### src/rtl/axi_outstanding_limiter.sv
// axi_outstanding_limiter: zero-latency AXI4 pass-through that caps outstanding write and read
// transactions toward the downstream slave and offers a level-sensitive drain/halt handshake.
//
// Ports:
//   clk_i, rst_ni           clock, asynchronous active-low reset
//   slv_req_i / slv_resp_o  upstream AXI port (from the channel delay stage)
//   mst_req_o / mst_resp_i  downstream AXI port
//   block_i                 drain request (level)
//   halted_o                drain complete: nothing outstanding, nothing new accepted
//   wr_cnt_o / rd_cnt_o     outstanding write / read transactions
//   wr_stall_cycles_o       cycles an AW was held back (AXI_OUTSTANDING_LIMITER_STATS_EN, else 0)
//   rd_stall_cycles_o       cycles an AR was held back (AXI_OUTSTANDING_LIMITER_STATS_EN, else 0)
//
// Optional feature macro: AXI_OUTSTANDING_LIMITER_STATS_EN enables saturating stall counters.

// Default channel/struct types so the block elaborates stand-alone; real users override
// req_t/resp_t with their own AXI structs carrying the same field names.
package axi_outstanding_limiter_pkg;
  typedef struct packed {
    logic [3:0]  id;
    logic [31:0] addr;
    logic [7:0]  len;
  } ax_chan_t;

  typedef struct packed {
    logic [31:0] data;
    logic [3:0]  strb;
    logic        last;
  } w_chan_t;

  typedef struct packed {
    logic [3:0] id;
    logic [1:0] resp;
  } b_chan_t;

  typedef struct packed {
    logic [3:0]  id;
    logic [31:0] data;
    logic [1:0]  resp;
    logic        last;
  } r_chan_t;

  typedef struct packed {
    ax_chan_t aw;
    logic     aw_valid;
    w_chan_t  w;
    logic     w_valid;
    logic     b_ready;
    ax_chan_t ar;
    logic     ar_valid;
    logic     r_ready;
  } req_t;

  typedef struct packed {
    logic    aw_ready;
    logic    ar_ready;
    logic    w_ready;
    b_chan_t b;
    logic    b_valid;
    r_chan_t r;
    logic    r_valid;
  } resp_t;
endpackage

module axi_outstanding_limiter #(
  parameter int unsigned MaxWrTxns = 8,
  parameter int unsigned MaxRdTxns = 8,
  parameter type req_t  = axi_outstanding_limiter_pkg::req_t,
  parameter type resp_t = axi_outstanding_limiter_pkg::resp_t,
  localparam int unsigned WrCntW = $clog2(MaxWrTxns + 1),
  localparam int unsigned RdCntW = $clog2(MaxRdTxns + 1)
) (
  input  logic              clk_i,
  input  logic              rst_ni,
  input  req_t              slv_req_i,
  output resp_t             slv_resp_o,
  output req_t              mst_req_o,
  input  resp_t             mst_resp_i,
  input  logic              block_i,
  output logic              halted_o,
  output logic [WrCntW-1:0] wr_cnt_o,
  output logic [RdCntW-1:0] rd_cnt_o,
  output logic [31:0]       wr_stall_cycles_o,
  output logic [31:0]       rd_stall_cycles_o
);

  localparam logic [1:0] StRun    = 2'd0;
  localparam logic [1:0] StDrain  = 2'd1;
  localparam logic [1:0] StHalted = 2'd2;

  localparam logic [WrCntW-1:0] WrMax = WrCntW'(MaxWrTxns);
  localparam logic [RdCntW-1:0] RdMax = RdCntW'(MaxRdTxns);

  logic [1:0]        state_q, state_d;
  logic [WrCntW-1:0] wr_cnt_q, wr_cnt_d;
  logic [RdCntW-1:0] rd_cnt_q, rd_cnt_d;

  logic wr_gate, rd_gate;
  logic aw_hs, b_hs, ar_hs, r_last_hs;

  // Gates depend on registered state only, so downstream valid never depends on ready.
  assign wr_gate = (wr_cnt_q == WrMax) || (state_q != StRun);
  assign rd_gate = (rd_cnt_q == RdMax) || (state_q != StRun);

  always_comb begin
    mst_req_o          = slv_req_i;
    mst_req_o.aw_valid = slv_req_i.aw_valid && !wr_gate;
    mst_req_o.ar_valid = slv_req_i.ar_valid && !rd_gate;
    slv_resp_o          = mst_resp_i;
    slv_resp_o.aw_ready = mst_resp_i.aw_ready && !wr_gate;
    slv_resp_o.ar_ready = mst_resp_i.ar_ready && !rd_gate;
  end

  assign aw_hs     = slv_req_i.aw_valid && !wr_gate && mst_resp_i.aw_ready;
  assign ar_hs     = slv_req_i.ar_valid && !rd_gate && mst_resp_i.ar_ready;
  assign b_hs      = mst_resp_i.b_valid && slv_req_i.b_ready;
  assign r_last_hs = mst_resp_i.r_valid && slv_req_i.r_ready && mst_resp_i.r.last;

  // A decrement at zero holds the counter at zero; the assertion below flags it.
  always_comb begin
    wr_cnt_d = wr_cnt_q;
    if (aw_hs && !b_hs) begin
      wr_cnt_d = wr_cnt_q + WrCntW'(1);
    end else if (!aw_hs && b_hs && (wr_cnt_q != '0)) begin
      wr_cnt_d = wr_cnt_q - WrCntW'(1);
    end
  end

  always_comb begin
    rd_cnt_d = rd_cnt_q;
    if (ar_hs && !r_last_hs) begin
      rd_cnt_d = rd_cnt_q + RdCntW'(1);
    end else if (!ar_hs && r_last_hs && (rd_cnt_q != '0)) begin
      rd_cnt_d = rd_cnt_q - RdCntW'(1);
    end
  end

  // Emptiness is judged on next-state counts so HALTED follows the final response directly.
  always_comb begin
    state_d = state_q;
    unique case (state_q)
      StRun: begin
        if (block_i) state_d = StDrain;
      end
      StDrain: begin
        if (!block_i) begin
          state_d = StRun;
        end else if ((wr_cnt_d == '0) && (rd_cnt_d == '0)) begin
          state_d = StHalted;
        end
      end
      StHalted: begin
        if (!block_i) state_d = StRun;
      end
      default: state_d = StRun;
    endcase
  end

  always_ff @(posedge clk_i or negedge rst_ni) begin
    if (!rst_ni) begin
      state_q  <= StRun;
      wr_cnt_q <= '0;
      rd_cnt_q <= '0;
    end else begin
      state_q  <= state_d;
      wr_cnt_q <= wr_cnt_d;
      rd_cnt_q <= rd_cnt_d;
    end
  end

  assign halted_o = (state_q == StHalted);
  assign wr_cnt_o = wr_cnt_q;
  assign rd_cnt_o = rd_cnt_q;

`ifdef AXI_OUTSTANDING_LIMITER_STATS_EN
  logic [31:0] wr_stall_q, rd_stall_q;

  always_ff @(posedge clk_i or negedge rst_ni) begin
    if (!rst_ni) begin
      wr_stall_q <= '0;
      rd_stall_q <= '0;
    end else begin
      if (slv_req_i.aw_valid && wr_gate && (wr_stall_q != '1)) wr_stall_q <= wr_stall_q + 32'd1;
      if (slv_req_i.ar_valid && rd_gate && (rd_stall_q != '1)) rd_stall_q <= rd_stall_q + 32'd1;
    end
  end

  assign wr_stall_cycles_o = wr_stall_q;
  assign rd_stall_cycles_o = rd_stall_q;
`else
  assign wr_stall_cycles_o = '0;
  assign rd_stall_cycles_o = '0;
`endif

  wr_underflow_a: assert property (@(posedge clk_i) disable iff (!rst_ni)
    !(b_hs && !aw_hs && (wr_cnt_q == '0)));
  rd_underflow_a: assert property (@(posedge clk_i) disable iff (!rst_ni)
    !(r_last_hs && !ar_hs && (rd_cnt_q == '0)));
  wr_overflow_a: assert property (@(posedge clk_i) disable iff (!rst_ni) wr_cnt_q <= WrMax);
  rd_overflow_a: assert property (@(posedge clk_i) disable iff (!rst_ni) rd_cnt_q <= RdMax);

endmodule

### config.mk
export PLATFORM = sky130hd
export DESIGN_NAME = axi_outstanding_limiter
export DESIGN_NICKNAME = d
export VERILOG_FILES = /design/src/rtl/axi_outstanding_limiter.sv
export SDC_FILE = /design/constraint.sdc
export NUM_CORES = 1
export LEC_CHECK = 0
export ABC_AREA = 1
export BUFFER_PORTS_ARGS = -buffer_cell sky130_fd_sc_hd__clkbuf_2
export CORE_AREA = 2 2 168 170
export DETAILED_ROUTE_END_ITERATION = 10
export DIE_AREA = 0 0 170 172
export GPL_ROUTABILITY_DRIVEN = 0
export PLACE_DENSITY = 0.46
export SLEW_MARGIN = 5
export SYNTH_ARGS = -nofsm -noshare
export SYNTH_HDL_FRONTEND = slang
export SYNTH_SLANG_ARGS = --single-unit
### constraint.sdc
create_clock -name clk_i -period 1.95 [get_ports clk_i]
set_input_delay 0.0975 -clock clk_i [delete_from_list [all_inputs] [get_ports clk_i]]
set_output_delay 0.0975 -clock clk_i [all_outputs]
set_load 0.02 [all_outputs]
==> impl_results.html, run 1 <==
<table>
<tr><th>Metric</th><th>Value</th></tr>
<tr><th colspan="2">Die</th></tr>
<tr><td>Die X-Extent</td><td>170 um</td></tr>
<tr><td>I/O pin total</td><td>436</td></tr>
<tr><td>Vertical extent of the die</td><td>172 um</td></tr>
<tr><td>Standard-cell row count</td><td>61</td></tr>
<tr><td>Initial core utilization</td><td>0.09863</td></tr>
<tr><td>Placeable core region</td><td>27480 um2</td></tr>
<tr><td>Die Area</td><td>29240 um2</td></tr>
<tr><th colspan="2">Min path</th></tr>
<tr><td>Number of instances on the worst hold path</td><td>3</td></tr>
<tr><td>Hold path startpoint</td><td>block_i</td></tr>
<tr><td>Path type of the worst min-delay path</td><td>input port to flop</td></tr>
<tr><td>Endpoint of the worst hold-timing path</td><td>state_q[1]</td></tr>
<tr><th colspan="2">Global routing</th></tr>
<tr><td>Antenna violations before repair</td><td>2</td></tr>
<tr><td>Total global routing track utilization</td><td>0.04743</td></tr>
<tr><td>Final global-route overflow total</td><td>0</td></tr>
<tr><td>Pin count of the biggest net entering global routing</td><td>11</td></tr>
<tr><td>Vias in the first global route</td><td>1300</td></tr>
<tr><td>Wire length of the first global-routing pass</td><td>9328 um</td></tr>
<tr><th colspan="2">Pwr</th></tr>
<tr><td>Power, Total</td><td>2.153 mW</td></tr>
<tr><td>Static Leakage</td><td>0.9447 nW</td></tr>
<tr><td>Peak supply drop</td><td>178.7 uV</td></tr>
<tr><td>Power density over the cells</td><td>1071 nW/um2</td></tr>
<tr><th colspan="2">Synthesis</th></tr>
<tr><td>Synthesized netlist cell count</td><td>367</td></tr>
<tr><td>Ys Warns</td><td>0</td></tr>
<tr><td>Netlist cell types</td><td>22</td></tr>
<tr><td>Share of flip-flops with an asynchronous set or reset</td><td>1.000</td></tr>
<tr><td>Count of flip-flops with a built-in enable after synthesis</td><td>0</td></tr>
<tr><td>Proportion of synthesized chip area in sequential cells</td><td>0.09234</td></tr>
<tr><td>Leading cell type by number of instances after synthesis</td><td>buf_4</td></tr>
<tr><td>Post-synthesis instance area</td><td>2710 um2</td></tr>
<tr><td>Largest area contributor in the synthesized netlist</td><td>buf_4</td></tr>
<tr><td>Post-Synthesis Mean Instance Area</td><td>7.384 um2</td></tr>
<tr><td>Area share of the leading cell type in the synthesized netlist</td><td>0.6648</td></tr>
<tr><td>Synth cell count leaders</td><td>buf_4 (240), nand2_1 (33), inv_1 (21)</td></tr>
<tr><td>Commonest register cell after synthesis</td><td>dfrtp_1</td></tr>
<tr><td>Dominant cells by area after synthesis</td><td>buf_4 (66%), dfrtp_1 (9.2%), nand2_1 (4.6%)</td></tr>
<tr><td>Total of flip-flops plus latches after synthesis</td><td>10</td></tr>
<tr><th colspan="2">Drt</th></tr>
<tr><td>Detailed-route wire length</td><td>7551 um</td></tr>
<tr><td>Wire length per cell</td><td>12.95 um</td></tr>
<tr><td>Routed via count</td><td>1399</td></tr>
<tr><td>Drc violations</td><td>0</td></tr>
<tr><td>DRT iter0 DRCs</td><td>26</td></tr>
<tr><td>Avg Vias per Cell</td><td>2.400</td></tr>
<tr><td>Number of iterations in the first detailed-routing pass</td><td>4</td></tr>
<tr><td>Remaining antenna violation count after routing</td><td>0</td></tr>
<tr><th colspan="2">Critical path</th></tr>
<tr><td>R2R cell count</td><td>14</td></tr>
<tr><td>RR Endpoint</td><td>state_q[0]</td></tr>
<tr><td>Critical Setup Path Class</td><td>flop to flop</td></tr>
<tr><td>Crit path max fanout</td><td>4</td></tr>
<tr><td>Crit path required time</td><td>2.08 ns</td></tr>
<tr><td>Crit Reg-Reg Startpoint</td><td>wr_cnt_o[1]</td></tr>
<tr><td>Kind of start point of the critical path</td><td>flop</td></tr>
<tr><td>Worst EP arrival</td><td>1.90 ns</td></tr>
<tr><td>CP Capture Type</td><td>flop</td></tr>
<tr><td>Setup slack, reg-to-reg</td><td>0.18 ns</td></tr>
<tr><th colspan="2">STA</th></tr>
<tr><td>Worst Clk Skew</td><td>0.0005352 ns</td></tr>
<tr><td>Final number of max-transition violations</td><td>0</td></tr>
<tr><td>Final worst slack</td><td>0.1765 ns</td></tr>
<tr><td>Accumulated negative setup slack</td><td>0 ns</td></tr>
<tr><td>Shortest clock period the worst path allows after layout</td><td>1.774 ns</td></tr>
<tr><td>Final clock period utilization by the worst path</td><td>0.9095</td></tr>
<tr><td>Worst hold margin</td><td>0.1202 ns</td></tr>
<tr><td>Number of hold-slack violations in the final timing report</td><td>0</td></tr>
<tr><td>Finish-stage setup viols</td><td>0</td></tr>
<tr><td>Achievable frequency</td><td>0.5639 GHz</td></tr>
<tr><th colspan="2">Cells and area</th></tr>
<tr><td>Final Instance Area</td><td>2009 um2</td></tr>
<tr><td>Share of layout cells above drive strength 1</td><td>0.3404</td></tr>
<tr><td>Fill cell total of the finished layout</td><td>3217</td></tr>
<tr><td>Post-layout nets</td><td>423</td></tr>
<tr><td>Synthesis-to-layout area growth</td><td>-25.85%</td></tr>
<tr><th colspan="2">Place</th></tr>
<tr><td>Port Buffer Count</td><td>29</td></tr>
<tr><td>Instance area after placement</td><td>1775 um2</td></tr>
<tr><td>Half-perimeter wire length after detailed placement</td><td>6435 um</td></tr>
<tr><td>Setup Slack @ Placement</td><td>-0.07142 ns</td></tr>
<tr><th colspan="2">CTS</th></tr>
<tr><td>Clk slew on worst S/H paths</td><td>0.04 ns</td></tr>
<tr><td>Total clock sinks</td><td>10</td></tr>
<tr><td>Clk Tree Root Cell</td><td>clkbuf_16</td></tr>
<tr><td>Num CTS Buffers</td><td>3</td></tr>
<tr><td>Clock tree from TritonCTS</td><td>yes</td></tr>
<tr><td>Maximum buffer depth of the clock tree</td><td>2</td></tr>
<tr><td>Source-to-sink clock delay at the later pin of the worst-skew pair</td><td>0.24 ns</td></tr>
<tr><td>H-Tree Depth</td><td>1</td></tr>
<tr><th colspan="2">Status</th></tr>
<tr><td>Run status</td><td>finished, final reports clean</td></tr>
<tr><th colspan="2">Flow run</th></tr>
<tr><td>Max Cap Violations</td><td>0</td></tr>
</table>
cells by family after synthesis:
family	Yosys count	synth area share
other	1	0.001384
AOI/OAI and AO/OA	5	0.01201
and+or+nand+nor	81	0.1644
buffers and inverters	263	0.7018
xor gates and xnor gates	3	0.009697
DFF	10	0.09234
adders and majority gates	4	0.01847
routing by layer:
layer,vias up,GRT usage,part of all wire
met1,542,0.02686,0.21
met5,-,0,0.0017
met2,198,0.06105,0.40
li1,556,-,-
met3,101,0.05768,0.26
met4,2,0.06763,0.13
layout make-up:
type / count / area (um2) / share of cell area
repair buffers: 41 / 250.2 / 0.1245
clock buffers: 4 / 88.84 / 0.04421
diodes: 2 / 5.005 / 0.002491
flip-flops and latches: 10 / 250.2 / 0.1245
well taps: 346 / 432.9 / 0.2154
inverters: 23 / 100.1 / 0.04981
multi-input cells: 157 / 882.1 / 0.4390
worst max-delay path, stage by stage, from the launching register on:
cell and delay [ns]:
dfrtp_1 0.40, inv_1 0.12, ha_4 0.19, nand3_4 0.10
nand2_2 0.07, nor2_4 0.13, nand3_4 0.10, nand2_1 0.08
nand2_1 0.06, nand2_2 0.07, nand3_2 0.08, nor2_4 0.10
nand2_1 0.06, nand2_1 0.05, nand2_1 0.04
where the power goes:
group          leakage [nW]  switching [mW]  internal, mW
Combinational         0.780           0.855         0.486
Clock                0.0442           0.105         0.309
Sequential            0.121           0.106         0.292
per-stage QoR:
stage,cells,utilization
after floorplan,430,-
after global placement,572,0.06462
after detailed placement,572,0.06462
after CTS,577,0.06840
after global routing,582,0.07304
final,583,0.07313
registers in the layout (all words and copies together), names as in the netlist:
register / cells
state_q: 2
wr_cnt_o: 4
rd_cnt_o: 4
worst max-delay path by stage:
stage / startpoint / to / slack, ns / cells after the start
6_report: wr_cnt_o[1] / state_q[0] / 0.18 / 14
3_3_place_gp: wr_cnt_o[1] / state_q[0] / -0.04 / 14
5_1_grt: wr_cnt_o[1] / state_q[0] / -0.008 / 12
3_5_place_dp: wr_cnt_o[1] / state_q[0] / -0.07 / 14
2_1_floorplan: wr_cnt_o[0] / state_q[0] / 0.02 / 14
4_1_cts: wr_cnt_o[1] / state_q[0] / 0.01 / 14
what timing repair did:
action	4_1_cts	5_1_grt
pin swaps	0	4
hold buffers	1	0
endpoints found under the hold margin	10	0
setup endpoints to repair	2	2
setup buffers	0	4
resized for setup	1	17
cell usage in the layout, fill, tap and decap left out:
| cell type | netlist | final |
|---|---|---|
| nand2_1 | 33 | 29 |
| buf_4 | 240 | 10 |
| bufinv_8 | 1 | 1 |
| nand4_4 | 1 | 2 |
| nor2_4 | 4 | 6 |
| conb_1 | 1 | 64 |
| a31oi_2 | 0 | 1 |
| dlygate4sd3_1 | 0 | 1 |
| a21oi_2 | 1 | 3 |
| clkbuf_8 | 0 | 1 |
| clkbuf_2 | 0 | 29 |
| o21bai_1 | 1 | 1 |
| inv_1 | 21 | 20 |
| buf_12 | 0 | 1 |
| nand3_4 | 0 | 2 |
| ha_1 | 4 | 2 |
| diode_2 | 0 | 2 |
| inv_2 | 1 | 2 |
| nand3b_1 | 1 | 1 |
| ha_4 | 0 | 2 |
| nand3_1 | 18 | 17 |
| nand3_2 | 5 | 4 |
| clkbuf_16 | 0 | 3 |
| nor2_1 | 7 | 7 |
| nand2_2 | 9 | 13 |
| dfrtp_1 | 10 | 10 |
| xor2_1 | 3 | 3 |
Note: power is estimated with default switching activity, not from simulation.
==> inputs of run 2 (changes only) <==
CELL_PAD_IN_SITES_DETAIL_PLACEMENT = 1   (was unset)
CELL_PAD_IN_SITES_GLOBAL_PLACEMENT = 2   (was unset)
PLACE_DENSITY = 0.82   (was 0.46)
==> impl_results.html, run 2 (same netlist as run 1, synthesis figures left out) <==
<table>
<tr><th>Metric</th><th>Value</th></tr>
<tr><th colspan="2">Cells and area</th></tr>
<tr><td>Share of the core filled with cells</td><td>0.07090</td></tr>
<tr><td>Commonest non-fill, non-tap cells in the layout</td><td>conb_1 (64), nand2_1 (33), clkbuf_2 (29)</td></tr>
<tr><td>Share of layout cells above drive strength 1</td><td>0.3305</td></tr>
<tr><td>Diode insertion count for antenna repair</td><td>0</td></tr>
<tr><td>Post-layout nets</td><td>422</td></tr>
<tr><td>Leading cell type in the layout, fill and taps excluded</td><td>conb_1</td></tr>
<tr><td>Synthesis-to-layout area growth</td><td>-28.12%</td></tr>
<tr><th colspan="2">Flow run</th></tr>
<tr><td>Max Cap Violations</td><td>0</td></tr>
<tr><th colspan="2">STA</th></tr>
<tr><td>Shortest clock period the worst path allows after layout</td><td>1.774 ns</td></tr>
<tr><td>Accumulated negative setup slack</td><td>0 ns</td></tr>
<tr><td>Achievable frequency</td><td>0.5637 GHz</td></tr>
<tr><td>Final number of max-transition violations</td><td>0</td></tr>
<tr><td>Finish-stage setup viols</td><td>0</td></tr>
<tr><td>Final clock period utilization by the worst path</td><td>0.9097</td></tr>
<tr><td>Worst Clk Skew</td><td>0.0007814 ns</td></tr>
<tr><td>Number of hold-slack violations in the final timing report</td><td>0</td></tr>
<tr><th colspan="2">CTS</th></tr>
<tr><td>Clk slew on worst S/H paths</td><td>0.04 ns</td></tr>
<tr><td>Num CTS Buffers</td><td>3</td></tr>
<tr><td>Total clock sinks</td><td>10</td></tr>
<tr><td>Maximum buffer depth of the clock tree</td><td>2</td></tr>
<tr><td>Clock tree from TritonCTS</td><td>yes</td></tr>
<tr><td>Clk Tree Root Cell</td><td>clkbuf_16</td></tr>
<tr><td>H-Tree Depth</td><td>1</td></tr>
<tr><td>Source-to-sink clock delay at the later pin of the worst-skew pair</td><td>0.23 ns</td></tr>
<tr><th colspan="2">Drt</th></tr>
<tr><td>Routed via count</td><td>1427</td></tr>
<tr><td>Detailed-route wire length</td><td>7668 um</td></tr>
<tr><td>Remaining antenna violation count after routing</td><td>0</td></tr>
<tr><td>DRT iter0 DRCs</td><td>33</td></tr>
<tr><td>Drc violations</td><td>0</td></tr>
<tr><td>Wire length per cell</td><td>13.24 um</td></tr>
<tr><td>Avg Vias per Cell</td><td>2.465</td></tr>
<tr><td>Number of iterations in the first detailed-routing pass</td><td>3</td></tr>
<tr><th colspan="2">Critical path</th></tr>
<tr><td>Setup slack, reg-to-reg</td><td>0.18 ns</td></tr>
<tr><td>CP max stage cell</td><td>dfrtp_2</td></tr>
<tr><td>Total stage count of the critical path</td><td>13</td></tr>
<tr><td>Worst EP arrival</td><td>1.89 ns</td></tr>
<tr><td>Worst setup path end</td><td>state_q[0]</td></tr>
<tr><td>CP cell instances</td><td>inv_4 &gt; ha_4 &gt; nand3_2 &gt; nand4_4 &gt; nand3_1 &gt; nand2_1 &gt; nand2_1 &gt; nand2_2 &gt; nand2_2 &gt; nor2_2 &gt; nand2_1 &gt; nand2_1 &gt; nand2_1</td></tr>
<tr><td>Crit path max fanout</td><td>5</td></tr>
<tr><td>Largest stage delay, worst path</td><td>0.43 ns</td></tr>
<tr><td>Startpoint of the worst setup timing path</td><td>wr_cnt_o[0]</td></tr>
<tr><td>R2R cell count</td><td>13</td></tr>
<tr><td>RR Endpoint</td><td>state_q[0]</td></tr>
<tr><td>Crit-path most repeated cell</td><td>nand2_1</td></tr>
<tr><td>Crit Reg-Reg Startpoint</td><td>wr_cnt_o[0]</td></tr>
<tr><td>Kind of start point of the critical path</td><td>flop</td></tr>
<tr><td>Sum of buffers and inverters on the critical path</td><td>1</td></tr>
<tr><td>Critical Setup Path Class</td><td>flop to flop</td></tr>
<tr><td>Crit path required time</td><td>2.07 ns</td></tr>
<tr><td>CP Capture Type</td><td>flop</td></tr>
<tr><td>Kind of cell adding the most delay to the critical path</td><td>simple AND/OR/NAND/NOR gates</td></tr>
<tr><th colspan="2">Die</th></tr>
<tr><td>Vertical extent of the die</td><td>172 um</td></tr>
<tr><td>Die X-Extent</td><td>170 um</td></tr>
<tr><td>Standard-cell row count</td><td>61</td></tr>
<tr><td>Placeable core region</td><td>27480 um2</td></tr>
<tr><td>I/O pin total</td><td>436</td></tr>
<tr><td>Initial core utilization</td><td>0.09863</td></tr>
<tr><td>Die Area</td><td>29240 um2</td></tr>
<tr><th colspan="2">Global routing</th></tr>
<tr><td>Vias in the first global route</td><td>1423</td></tr>
<tr><td>Wire length of the first global-routing pass</td><td>9729 um</td></tr>
<tr><td>Total global routing track utilization</td><td>0.04846</td></tr>
<tr><td>Final global-route overflow total</td><td>0</td></tr>
<tr><td>Antenna violations before repair</td><td>0</td></tr>
<tr><td>Pin count of the biggest net entering global routing</td><td>11</td></tr>
<tr><th colspan="2">Pwr</th></tr>
<tr><td>Power density over the cells</td><td>1054 nW/um2</td></tr>
<tr><td>Peak supply drop</td><td>190.4 uV</td></tr>
<tr><td>Static Leakage</td><td>0.9244 nW</td></tr>
<tr><th colspan="2">Place</th></tr>
<tr><td>Half-perimeter wire length after detailed placement</td><td>6536 um</td></tr>
<tr><td>Port Buffer Count</td><td>29</td></tr>
<tr><th colspan="2">Min path</th></tr>
<tr><td>Path type of the worst min-delay path</td><td>input port to flop</td></tr>
<tr><td>Hold path startpoint</td><td>block_i</td></tr>
<tr><th colspan="2">Status</th></tr>
<tr><td>Run status</td><td>finished, final reports clean</td></tr>
</table>
run 2: worst register-to-register path, cell delays in order, from the launching register on:
cell and delay (ns):
dfrtp_2 0.43, inv_4 0.09, ha_4 0.15, nand3_2 0.14, nand4_4 0.15, nand3_1 0.14
nand2_1 0.10, nand2_1 0.06, nand2_2 0.08, nand2_2 0.06, nor2_2 0.11, nand2_1 0.05
nand2_1 0.05, nand2_1 0.04
run 2: power breakdown:
part | total (mW) | switching, mW | internal (mW)
registers | 0.403 | 0.106 | 0.297
clock network | 0.351 | 0.0863 | 0.265
logic | 1.30 | 0.844 | 0.456
run 2: final cells by class:
class / instances / area [um2]
Clock buffer: 3 / 75.07
Fill cell: 3328 / 25530
Inverter: 23 / 102.6
Multi-Input combinational cell: 157 / 853.3
Sequential cell: 10 / 254.0
Tap cell: 346 / 432.9
Timing Repair Buffer: 40 / 230.2
run 2: worst min-delay path by stage:
stage / endpoint / slack, ns / cells past startpoint
floorplan: rd_cnt_o[0] / -0.20 / 0
CTS: state_q[1] / 0.11 / 3
global route: state_q[1] / 0.16 / 3
finish: state_q[1] / 0.11 / 3
detailed placement: rd_cnt_o[2] / -0.01 / 1
global placement: rd_cnt_o[2] / -0.02 / 1
run 2: what timing repair did:
item,4_1_cts,5_1_grt
endpoints found under the hold margin,10,0
hold buffers,1,0
pin swaps,0,1
resized for setup,5,11
endpoints found under the setup margin,2,2
gates cloned,0,0
setup buffers,0,6
run 2: layer usage:
metal / vias up / global-route usage / wire [um]
met1: 552 / 0.03102 / 1665
met2: 217 / 0.06602 / 3122
met5: - / 0 / 0
li1: 548 / - / -
met3: 110 / 0.05058 / 1842
met4: 0 / 0.06540 / 1037
run 2: through the flow:
stage | power (mW) | std cells | cell area, um2 | setup slack [ns] | hold WS [ns]
after detailed placement | 1.574 | 569 | 1753 | -0.1313 | -0.01178
after CTS | 1.968 | 573 | 1853 | 0.03112 | 0.1143
final | 2.054 | 579 | 1948 | 0.1761 | 0.1113
after global routing | 2.272 | 579 | 1948 | -0.005053 | 0.1573
after global placement | 1.550 | 569 | 1753 | -0.09727 | -0.01702
after floorplan | 1.766 | 430 | 2947 | 0.02076 | -0.1981
